### config.mk
export PLATFORM = sky130hd
export DESIGN_NAME = vga_bounce_renderer_flat
export DESIGN_NICKNAME = d
export VERILOG_FILES = /design/src/rtl/vga_bounce_renderer_if.sv /design/src/rtl/vga_bounce_renderer.sv /design/src/flat_wrapper.sv
export SDC_FILE = /design/constraint.sdc
export NUM_CORES = 1
export LEC_CHECK = 0
export CAP_MARGIN = 15
export CORE_AREA = 8 8 113 115
export CTS_BUF_LIST = sky130_fd_sc_hd__clkbuf_4 sky130_fd_sc_hd__clkbuf_8 sky130_fd_sc_hd__clkbuf_16
export DETAILED_ROUTE_END_ITERATION = 6
export DIE_AREA = 0 0 121 123
export HOLD_SLACK_MARGIN = 0.02
export PLACE_DENSITY_LB_ADDON = 0.08
export SYNTH_ARGS = -nofsm -noshare
export SYNTH_HDL_FRONTEND = slang
export SYNTH_SLANG_ARGS = --single-unit
### constraint.sdc
create_clock -name clk -period 2.42 [get_ports clk]
set_input_delay 0.484 -clock clk [delete_from_list [all_inputs] [get_ports clk]]
set_output_delay 0.484 -clock clk [all_outputs]
set_load 0.01 [all_outputs]
### src/rtl/vga_bounce_renderer_if.sv
// Pixel-stage bus: timing-generator coordinates and syncs in, registered colour and syncs out.
interface vga_bounce_renderer_if;
    logic [9:0]  x_val;
    logic [9:0]  y_val;
    logic        hsync_in;
    logic        vsync_in;
    logic        enable;
    logic        hsync_out;
    logic        vsync_out;
    logic [7:0]  red;
    logic [7:0]  green;
    logic [7:0]  blue;
    logic [15:0] frame_count;

    modport master (
        output x_val, y_val, hsync_in, vsync_in, enable,
        input  hsync_out, vsync_out, red, green, blue, frame_count
    );

    modport slave (
        input  x_val, y_val, hsync_in, vsync_in, enable,
        output hsync_out, vsync_out, red, green, blue, frame_count
    );
endinterface

### src/rtl/vga_bounce_renderer.sv
// Draws a bordered square bouncing around the visible area, moving once per frame and
// changing colour on every bounce; RGB and syncs are registered together for alignment.
module vga_bounce_renderer #(
    parameter int unsigned H_VISIBLE = 640,
    parameter int unsigned V_VISIBLE = 480,
    parameter int unsigned BOX_SIZE  = 32,
    parameter int unsigned BORDER    = 2,
    parameter int unsigned STEP      = 2,
    parameter logic [23:0] BG_RGB    = 24'h000040
) (
    input  logic                  clk,
    input  logic                  rst_n,
    vga_bounce_renderer_if.slave  bus
);
    typedef enum logic {DIR_POS, DIR_NEG} dir_t;

    localparam logic [10:0] X_MAX    = 11'(H_VISIBLE - BOX_SIZE);
    localparam logic [10:0] Y_MAX    = 11'(V_VISIBLE - BOX_SIZE);
    localparam logic [10:0] STEP11   = 11'(STEP);
    localparam logic [10:0] BOX11    = 11'(BOX_SIZE);
    localparam logic [10:0] BORDER11 = 11'(BORDER);
    localparam logic [10:0] HVIS11   = 11'(H_VISIBLE);
    localparam logic [10:0] VVIS11   = 11'(V_VISIBLE);

    logic [9:0]  box_x, box_y;
    logic [9:0]  box_x_next, box_y_next;
    dir_t        dir_x, dir_y, dir_x_next, dir_y_next;
    logic        bounce_x, bounce_y;
    logic [2:0]  color_idx;
    logic        vsync_d;
    logic        frame_tick;
    logic [10:0] x_ext, y_ext, px, py, dx, dy;
    logic        in_box, on_border;
    logic [23:0] palette_rgb, pixel_rgb;

    assign x_ext      = {1'b0, box_x};
    assign y_ext      = {1'b0, box_y};
    assign frame_tick = vsync_d & ~bus.vsync_in;

    // Clamp to the edge on the step that would reach or cross it, so positions never wrap.
    always_comb begin
        box_x_next = box_x;
        dir_x_next = dir_x;
        bounce_x   = 1'b0;
        if (dir_x == DIR_POS) begin
            if (x_ext + STEP11 >= X_MAX) begin
                box_x_next = X_MAX[9:0];
                dir_x_next = DIR_NEG;
                bounce_x   = 1'b1;
            end else begin
                box_x_next = 10'(x_ext + STEP11);
            end
        end else begin
            if (x_ext <= STEP11) begin
                box_x_next = '0;
                dir_x_next = DIR_POS;
                bounce_x   = 1'b1;
            end else begin
                box_x_next = 10'(x_ext - STEP11);
            end
        end

        box_y_next = box_y;
        dir_y_next = dir_y;
        bounce_y   = 1'b0;
        if (dir_y == DIR_POS) begin
            if (y_ext + STEP11 >= Y_MAX) begin
                box_y_next = Y_MAX[9:0];
                dir_y_next = DIR_NEG;
                bounce_y   = 1'b1;
            end else begin
                box_y_next = 10'(y_ext + STEP11);
            end
        end else begin
            if (y_ext <= STEP11) begin
                box_y_next = '0;
                dir_y_next = DIR_POS;
                bounce_y   = 1'b1;
            end else begin
                box_y_next = 10'(y_ext - STEP11);
            end
        end
    end

    always_comb begin
        unique case (color_idx)
            3'd0:    palette_rgb = 24'hFF0000;
            3'd1:    palette_rgb = 24'h00FF00;
            3'd2:    palette_rgb = 24'h0000FF;
            3'd3:    palette_rgb = 24'hFFFF00;
            3'd4:    palette_rgb = 24'h00FFFF;
            3'd5:    palette_rgb = 24'hFF00FF;
            3'd6:    palette_rgb = 24'hFFFFFF;
            default: palette_rgb = 24'hFF8000;
        endcase
    end

    always_comb begin
        px        = {1'b0, bus.x_val};
        py        = {1'b0, bus.y_val};
        dx        = px - x_ext;
        dy        = py - y_ext;
        in_box    = (px >= x_ext) && (px < x_ext + BOX11) &&
                    (py >= y_ext) && (py < y_ext + BOX11);
        on_border = (dx < BORDER11) || (dx >= BOX11 - BORDER11) ||
                    (dy < BORDER11) || (dy >= BOX11 - BORDER11);
        pixel_rgb = BG_RGB;
        if (px >= HVIS11 || py >= VVIS11) begin
            pixel_rgb = '0;
        end else if (in_box) begin
            pixel_rgb = on_border ? 24'hFFFFFF : palette_rgb;
        end
    end

    always_ff @(posedge clk) begin
        if (!rst_n) begin
            vsync_d         <= 1'b1;
            bus.hsync_out   <= 1'b1;
            bus.vsync_out   <= 1'b1;
            bus.red         <= '0;
            bus.green       <= '0;
            bus.blue        <= '0;
            bus.frame_count <= '0;
            box_x           <= '0;
            box_y           <= '0;
            dir_x           <= DIR_POS;
            dir_y           <= DIR_POS;
            color_idx       <= '0;
        end else begin
            vsync_d       <= bus.vsync_in;
            bus.hsync_out <= bus.hsync_in;
            bus.vsync_out <= bus.vsync_in;
            {bus.red, bus.green, bus.blue} <= pixel_rgb;
            if (frame_tick) begin
                bus.frame_count <= bus.frame_count + 16'd1;
                if (bus.enable) begin
                    box_x     <= box_x_next;
                    box_y     <= box_y_next;
                    dir_x     <= dir_x_next;
                    dir_y     <= dir_y_next;
                    // A corner hit bounces both axes but advances the colour only once.
                    color_idx <= color_idx + 3'(bounce_x | bounce_y);
                end
            end
        end
    end
endmodule

### src/flat_wrapper.sv
// flat-port wrapper written by rule: the top's interface ports become plain ports
module vga_bounce_renderer_flat 
#(
    parameter int unsigned H_VISIBLE = 640,
    parameter int unsigned V_VISIBLE = 480,
    parameter int unsigned BOX_SIZE  = 32,
    parameter int unsigned BORDER    = 2,
    parameter int unsigned STEP      = 2,
    parameter logic [23:0] BG_RGB    = 24'h000040
)
  (clk, rst_n, bus_x_val, bus_y_val, bus_hsync_in, bus_vsync_in, bus_enable, bus_hsync_out, bus_vsync_out, bus_red, bus_green, bus_blue, bus_frame_count);
  vga_bounce_renderer_if bus_i ();
  input  logic clk;
  input  logic rst_n;
  input wire logic [$bits(bus_i.x_val)-1:0] bus_x_val;
  input wire logic [$bits(bus_i.y_val)-1:0] bus_y_val;
  input wire logic [$bits(bus_i.hsync_in)-1:0] bus_hsync_in;
  input wire logic [$bits(bus_i.vsync_in)-1:0] bus_vsync_in;
  input wire logic [$bits(bus_i.enable)-1:0] bus_enable;
  output wire logic [$bits(bus_i.hsync_out)-1:0] bus_hsync_out;
  output wire logic [$bits(bus_i.vsync_out)-1:0] bus_vsync_out;
  output wire logic [$bits(bus_i.red)-1:0] bus_red;
  output wire logic [$bits(bus_i.green)-1:0] bus_green;
  output wire logic [$bits(bus_i.blue)-1:0] bus_blue;
  output wire logic [$bits(bus_i.frame_count)-1:0] bus_frame_count;
  assign bus_i.x_val = bus_x_val;
  assign bus_i.y_val = bus_y_val;
  assign bus_i.hsync_in = bus_hsync_in;
  assign bus_i.vsync_in = bus_vsync_in;
  assign bus_i.enable = bus_enable;
  assign bus_hsync_out = bus_i.hsync_out;
  assign bus_vsync_out = bus_i.vsync_out;
  assign bus_red = bus_i.red;
  assign bus_green = bus_i.green;
  assign bus_blue = bus_i.blue;
  assign bus_frame_count = bus_i.frame_count;
  vga_bounce_renderer #(.H_VISIBLE(H_VISIBLE), .V_VISIBLE(V_VISIBLE), .BOX_SIZE(BOX_SIZE), .BORDER(BORDER), .STEP(STEP), .BG_RGB(BG_RGB)) u_core (.clk(clk), .rst_n(rst_n), .bus(bus_i));
endmodule
==> impl_metrics.env, run 1 <==
export IMPL_status="finished, final reports clean"
export IMPL_antenna_found_initial=0
export IMPL_path_delay_family="simple AND/OR/NAND/NOR gates"
export IMPL_synth_area_mux_share_pct=2.386
export IMPL_power_total_mw=2.396
export IMPL_synth_edf_count=0
export IMPL_synth_xor_area_share_pct=7.835
export IMPL_synth_adder_area_share_pct=13.02
export IMPL_viasPerCell=5.264
export IMPL_path_class="in -> reg"
export IMPL_drive_above_1_share_pct=28.01
export IMPL_synth_largest_area_cell="dfxtp_1"
export IMPL_grt_pass1_vias=4403
export IMPL_grt_pass1_wl_um=20830
export IMPL_synth_ff_type="dfxtp_1"
export IMPL_hold_path_class="reg -> reg"
export IMPL_syn_instance_count=539
export IMPL_cts_sinks=46
export IMPL_drtAntennaViolNets=0
export IMPL_path_depth=9
export IMPL_drv_cap=0
export IMPL_clk_path_buf_depth=2
export IMPL_fin_area_um2=6198
export IMPL_yosys_area_share_simple_pct=22.95
export IMPL_vias=4380
export IMPL_netlist_area_leader_share_pct=21.68
export IMPL_fin_nets=756
export IMPL_crit_buf_inv=2
export IMPL_cts_inserted_buffers=5
export IMPL_cp_required_ps=2580
export IMPL_fin_worst_skew_ps=8.576
export IMPL_setup_viol=0
export IMPL_synthArstFlopShare_pct=0
export IMPL_hold_path_cell_count=2
export IMPL_grt_ovfl_total=0
export IMPL_grt_max_degree=32
export IMPL_finalWirelength_um=12610
export IMPL_place_gp_congestion=0.9067
export IMPL_synth_top_family_by_area="compound AO/OA/AOI/OAI gates"
export IMPL_synth_area_top_cells="dfxtp_1 22%, ha_1 12%, xnor2_1 6.4%"
export IMPL_cts_tree="built"
export IMPL_period_share_pct=98.51
export IMPL_dp_final_hpwl_um=9712
export IMPL_arrival_ps=2540
export IMPL_core_area_um2=11080
export IMPL_finalMaxSlewViolations=0
export IMPL_yosys_warnings=0
export IMPL_die_y_um=123
export IMPL_cp_slowest_cell="or4b_1"
export IMPL_avgRoutedWirePerCell_um=15.16
export IMPL_tightest_slew_ps=539.4
export IMPL_slowest_delay_ps=530
export IMPL_synth_area_per_cell_um2=7.881
export IMPL_drt_iter0_markers=246
export IMPL_r2r_slack_ps=70
export IMPL_r2r_cells=9
export IMPL_startpoint_type="input pin"
export IMPL_hold_viol=0
export IMPL_n_antenna_cell=0
export IMPL_power_leakage_nw=2.498
export IMPL_end_kind="flop"
export IMPL_ir_drop_v=0.0002837
export IMPL_rows=39
export IMPL_seq_area_frac_synth_pct=21.68
export IMPL_place_area_um2=5675
export IMPL_io_buffers=65
export IMPL_timing_fmax_mhz=419.5
export IMPL_dr_pass1_iters=4
export IMPL_grt_total_usage_pct=16.93
export IMPL_whs_ps=489.2
export IMPL_root_buffer="clkbuf_16"
export IMPL_synth_compound_area_share_pct=23.12
export IMPL_io_pins=67
export IMPL_cts_hold_buf=0
export IMPL_pre_cts_ws_ps=-598.5
export IMPL_layout_area_overhead_vs_synth_pct=45.92
export IMPL_crit_path_cell_trace="clkdlybuf4s50_1 -> ha_1 -> buf_4 -> a21oi_2 -> a31oi_2 -> or4b_1 -> o311ai_1 -> and3_4 -> a31oi_1"
export IMPL_die_area_um2=14880
export IMPL_htreeDepth=2
export IMPL_rsz0062_at_grt="true"
export IMPL_finalWorstSetupSlack_ps=36.01
export IMPL_worst_path_max_fanout=5
export IMPL_start_util_pct=38.35
export IMPL_ys_types=79
export IMPL_fin_crit_ps=2384
export IMPL_relSlewSlack_pct=63.71
export IMPL_drc_errors=0
export IMPL_clk_pin_slew_ps=60
export IMPL_die_width_um=121
export IMPL_powerDensity_nw_per_um2=386.5
export IMPL_synth_seq_cells=46
export IMPL_clock_latency_ps=290
export IMPL_synth_area_um2=4248
## worst reg2reg max path: stages, from the launching register on
cell and delay (ps):
dfxtp_2 360, inv_1 90, fa_2 380, a21o_1 190
nand4_1 120, a31oi_2 110, or4b_1 530, o311ai_1 90
and3_4 270, a31oi_1 80
## stage by stage
stage / setup TNS (ps) / util (%) / instances
floorplan: 0 / - / 540
global placement: -2724 / 51.24 / 818
detailed placement: -3000 / 51.24 / 818
CTS: -6.215 / 54.61 / 829
global route: -467.8 / 55.96 / 832
finish: 0 / 55.96 / 832
## cell usage after synthesis, drive strengths merged, types with 3 or more instances
| library cell | instances |
|---|---|
| and3 | 7 |
| xnor2 | 31 |
| a211oi | 7 |
| nand3 | 22 |
| or2 | 3 |
| buf | 30 |
| a2111oi | 3 |
| and2 | 20 |
| nand2b | 7 |
| o21a | 3 |
| a21oi | 29 |
| mux2i | 9 |
| o21ai | 45 |
| nand2 | 41 |
| clkbuf | 11 |
| o22ai | 6 |
| o211ai | 5 |
| or3 | 6 |
| a21boi | 6 |
| and4 | 4 |
| nor2b | 4 |
| a21o | 7 |
| nor4 | 8 |
| dfxtp | 46 |
| nand4 | 9 |
| nor2 | 30 |
| a22oi | 3 |
| a31oi | 7 |
| nor3 | 12 |
| xor2 | 7 |
| ha | 41 |
| inv | 34 |
## logic make-up (layout without fill, tap and decap cells)
logic type | count (synthesis) | count (layout)
xor+xnor | 38 | 38
other cells | 1 | 2
fa+ha+maj | 43 | 43
mux | 10 | 10
flops | 46 | 46
simple gates | 179 | 179
buf+inv | 75 | 224
compound gates | 147 | 147
## path summary, 6_finish.rpt
kind	startpoint	to
worst min register to register	u_core.bus.frame_count[15]	u_core.bus.frame_count[15]
worst max register to register	u_core.box_x[1]	u_core.bus.blue[6]
worst max-delay path	bus_x_val[7]	u_core.bus.blue[6]
worst min-delay path	u_core.bus.frame_count[15]	u_core.bus.frame_count[15]
## per-layer routing
layer  vias to the layer above  track usage [%]  wire, um
met5                         -                0         0
met4                         0            5.386       256
met3                        20            2.922       384
met2                        73            30.74      6417
met1                      2063            19.80      5554
li1                       2224                -         -
## power breakdown
group,internal [mW],switching (mW),total [mW]
clock network,0.389,0.320,0.708
logic,0.454,0.431,0.884
registers,0.779,0.0235,0.803
total,1.62,0.774,2.40
## final cells by class
type / instances / area, um^2
multi-input combinational: 419 / 3277
fill: 1033 / 4878
sequential: 46 / 929.6
timing repair buffer: 182 / 1533
tap: 143 / 178.9
inverter: 34 / 130.1
clock inverter: 3 / 25.02
clock buffer: 5 / 125.1
## sequential cells by signal, summed over array words and instances, names as in the netlist
signal	flops
u_core.dir_x	1
u_core.dir_y	1
u_core.box_x	9
u_core.box_y	9
u_core.bus.blue	2
u_core.bus.frame_count	16
u_core.bus.green	2
u_core.color_idx	3
u_core.bus.hsync_out	1
u_core.bus.vsync_out	1
u_core.bus.red	1
## layout by cell type, fill, tap and decap left out, drive strengths merged, types with 3 or more instances in the layout
cell / instances
nand4: 9
clkbuf: 6
a21o: 7
clkdlybuf4s50: 49
nor3: 12
and4: 4
a21oi: 29
mux2i: 9
o21ai: 45
dfxtp: 46
or2: 3
buf: 117
nand2b: 7
a31oi: 7
nand3: 22
inv: 35
xnor2: 31
nor2b: 4
a22oi: 3
and2: 20
o22ai: 6
dlygate4sd2: 13
and3: 7
nor4: 8
o21a: 3
nand2: 41
xor2: 7
o211ai: 5
ha: 41
a2111oi: 3
or3: 6
nor2: 30
a21boi: 6
a211oi: 7
## what timing repair did
action                                  CTS  global route
pin swaps                                26            15
endpoints found under the setup margin    7             7
resized for setup                        51            38
endpoints found under the hold margin     0             0
buffers inserted                          3             3
Power figures use the tool's default switching activity.
==> inputs of run 2 (changes only) <==
--- a/config.mk
+++ b/config.mk
@@ -7,8 +7,8 @@
 export LEC_CHECK = 0
 export CAP_MARGIN = 15
-export CORE_AREA = 8 8 113 115
+export CORE_AREA = 8 8 118 120
 export CTS_BUF_LIST = sky130_fd_sc_hd__clkbuf_4 sky130_fd_sc_hd__clkbuf_8 sky130_fd_sc_hd__clkbuf_16
 export DETAILED_ROUTE_END_ITERATION = 6
-export DIE_AREA = 0 0 121 123
+export DIE_AREA = 0 0 126 128
 export HOLD_SLACK_MARGIN = 0.02
 export PLACE_DENSITY_LB_ADDON = 0.08
==> constraint.sdc (replaced) <==
create_clock -name clk -period 2.42 [get_ports clk]
set_input_delay 0.242 -clock clk [delete_from_list [all_inputs] [get_ports clk]]
set_output_delay 0.242 -clock clk [all_outputs]
set_load 0.01 [all_outputs]
==> run 2 against run 1 <==
Cell count down 0.24%. Fmax up 1.1%. Clock power up 14%. Routed wire length down 0.11%. Combinational power up 0.8%. Sequential share of layout area up 0.14 points. Global-route usage down 2.0 points. Sequential power about the same. Critical endpoint unchanged. Largest cell class unchanged.
==> impl_metrics.env, run 2 (synthesis results as in run 1) <==
export IMPL_grt_pass1_wl_um=20130
export IMPL_avgRoutedWirePerCell_um=15.18
export IMPL_timing_fmax_mhz=424.0
export IMPL_regArea_um2=947.2
export IMPL_dr_pass1_iters=5
export IMPL_arrival_ps=2570
export IMPL_clk_path_buf_depth=2
export IMPL_worst_path_max_fanout=5
export IMPL_whs_ps=495.9
export IMPL_start_util_pct=34.79
export IMPL_final_cell_mix="102 x buf_4, 63 x clkdlybuf4s50_1, 40 x nand2_1"
export IMPL_htreeDepth=2
export IMPL_cts_inserted_buffers=5
export IMPL_cts_hold_buf=0
export IMPL_grt_ovfl_total=0
export IMPL_drv_cap=0
export IMPL_period_share_pct=97.47
export IMPL_top_regs="u_core.bus.frame_count: 16 flops, u_core.box_x: 9 flops, u_core.box_y: 9 flops"
export IMPL_place_area_um2=5617
export IMPL_final_common_cell="buf_4"
export IMPL_core_area_um2=12210
export IMPL_grt_max_degree=32
export IMPL_place_gp_congestion=0.8906
export IMPL_cts_sinks=46
export IMPL_drt_iter0_markers=248
export IMPL_fin_area_um2=6259
export IMPL_cp_required_ps=2630
export IMPL_path_class="in -> reg"
export IMPL_die_area_um2=16130
export IMPL_die_y_um=128
export IMPL_vias=4291
export IMPL_rows=41
export IMPL_setup_viol=0
export IMPL_root_buffer="clkbuf_16"
export IMPL_power_leakage_nw=2.445
export IMPL_drc_errors=0
export IMPL_dp_final_hpwl_um=9896
export IMPL_clk_pin_slew_ps=60
export IMPL_hold_path_class="reg -> reg"
export IMPL_antenna_found_initial=0
export IMPL_status="finished, final reports clean"
export IMPL_drtAntennaViolNets=0
export IMPL_hold_viol=0
export IMPL_fin_worst_skew_ps=10.52
export IMPL_layout_area_overhead_vs_synth_pct=47.33
export IMPL_drive_above_1_share_pct=29.12
export IMPL_largest_reg_flops=16
export IMPL_fill_cells=1164
export IMPL_clock_latency_ps=290
export IMPL_fin_crit_ps=2359
export IMPL_ir_drop_v=0.0004764
export IMPL_grt_pass1_vias=4141
export IMPL_n_antenna_cell=0
export IMPL_cts_tree="built"
export IMPL_die_width_um=126
export IMPL_finalSetupTns_ps=0
export IMPL_powerDensity_nw_per_um2=400.4
export IMPL_finalWirelength_um=12600
export IMPL_end_kind="flop"
export IMPL_top_register="u_core.bus.frame_count"
export IMPL_grt_total_usage_pct=14.98
export IMPL_io_pins=67
export IMPL_io_buffers=65
export IMPL_multi_input_area_um2=3329
export IMPL_power_total_mw=2.506
export IMPL_finalMaxSlewViolations=0
export IMPL_rsz0062_at_grt="true"
export IMPL_viasPerCell=5.170
export IMPL_startpoint_type="input pin"
export IMPL_fin_nets=747
==> run 2: cell count changes in the layout (fill, tap and decap cells not counted), moves of 2 or more <==
cell	before	now
a21oi_1	27	23
a21oi_2	2	6
buf_4	114	102
buf_6	2	5
clkdlybuf4s50_1	49	63
dfxtp_1	41	35
dfxtp_2	4	6
dfxtp_4	1	5
dlygate4sd2_1	13	0
ha_2	2	4
o21ai_4	0	2
==> run 2: area by class of cell <==
cell class              count  area share (%)
multi-input cells         419           53.20
repair buffers            173           23.93
flip-flops and latches     46           15.13
well taps                 150           2.999
inverters                  34           2.039
clock buffers               5           1.999
clock inverters             3          0.6997
==> run 2: repair_timing <==
action,in CTS,in global routing
pin swaps,4,25
resized for setup,14,82
setup buffers,1,6
setup endpoints to repair,7,7
gates cloned,0,0
==> run 2: stage by stage <==
stage,std cells,worst slack [ps],utilization (%)
4_1_cts,825,6.968,47.95
2_1_floorplan,540,42.80,-
6_report,830,61.31,51.26
3_3_place_gp,816,-274.4,46.00
5_1_grt,830,-55.01,51.26
3_5_place_dp,816,-340.5,46.00
==> run 2: report_power, final <==
part	switching (mW)	internal [mW]
logic	0.435	0.456
registers	0.0269	0.778
clock network	0.320	0.490
==> run 2: path summary, 6_finish.rpt <==
path	startpoint	to	slack (ps)	cells after the start
setup / recovery	bus_x_val[1]	u_core.bus.blue[6]	60	9
hold / removal	u_core.bus.frame_count[15]	u_core.bus.frame_count[15]	500	2
setup reg to reg	u_core.box_x[1]	u_core.bus.blue[6]	60	9
hold reg to reg	u_core.bus.frame_count[15]	u_core.bus.frame_count[15]	500	2
==> run 2: critical path, stage by stage <==
cell             delay [ps]
clkdlybuf4s50_1         450
ha_1                    360
o21a_1                  210
or3_1                   330
a211o_2                 360
mux2i_4                 180
nor4_2                   70
and3_4                  210
a31oi_1                 160
==> run 2: per-layer routing <==
metal	global-route usage [%]	part of all wire, %
met1	18.95	46
met2	26.34	50
met3	2.413	3.3
met4	2.760	0.68
met5	0	0
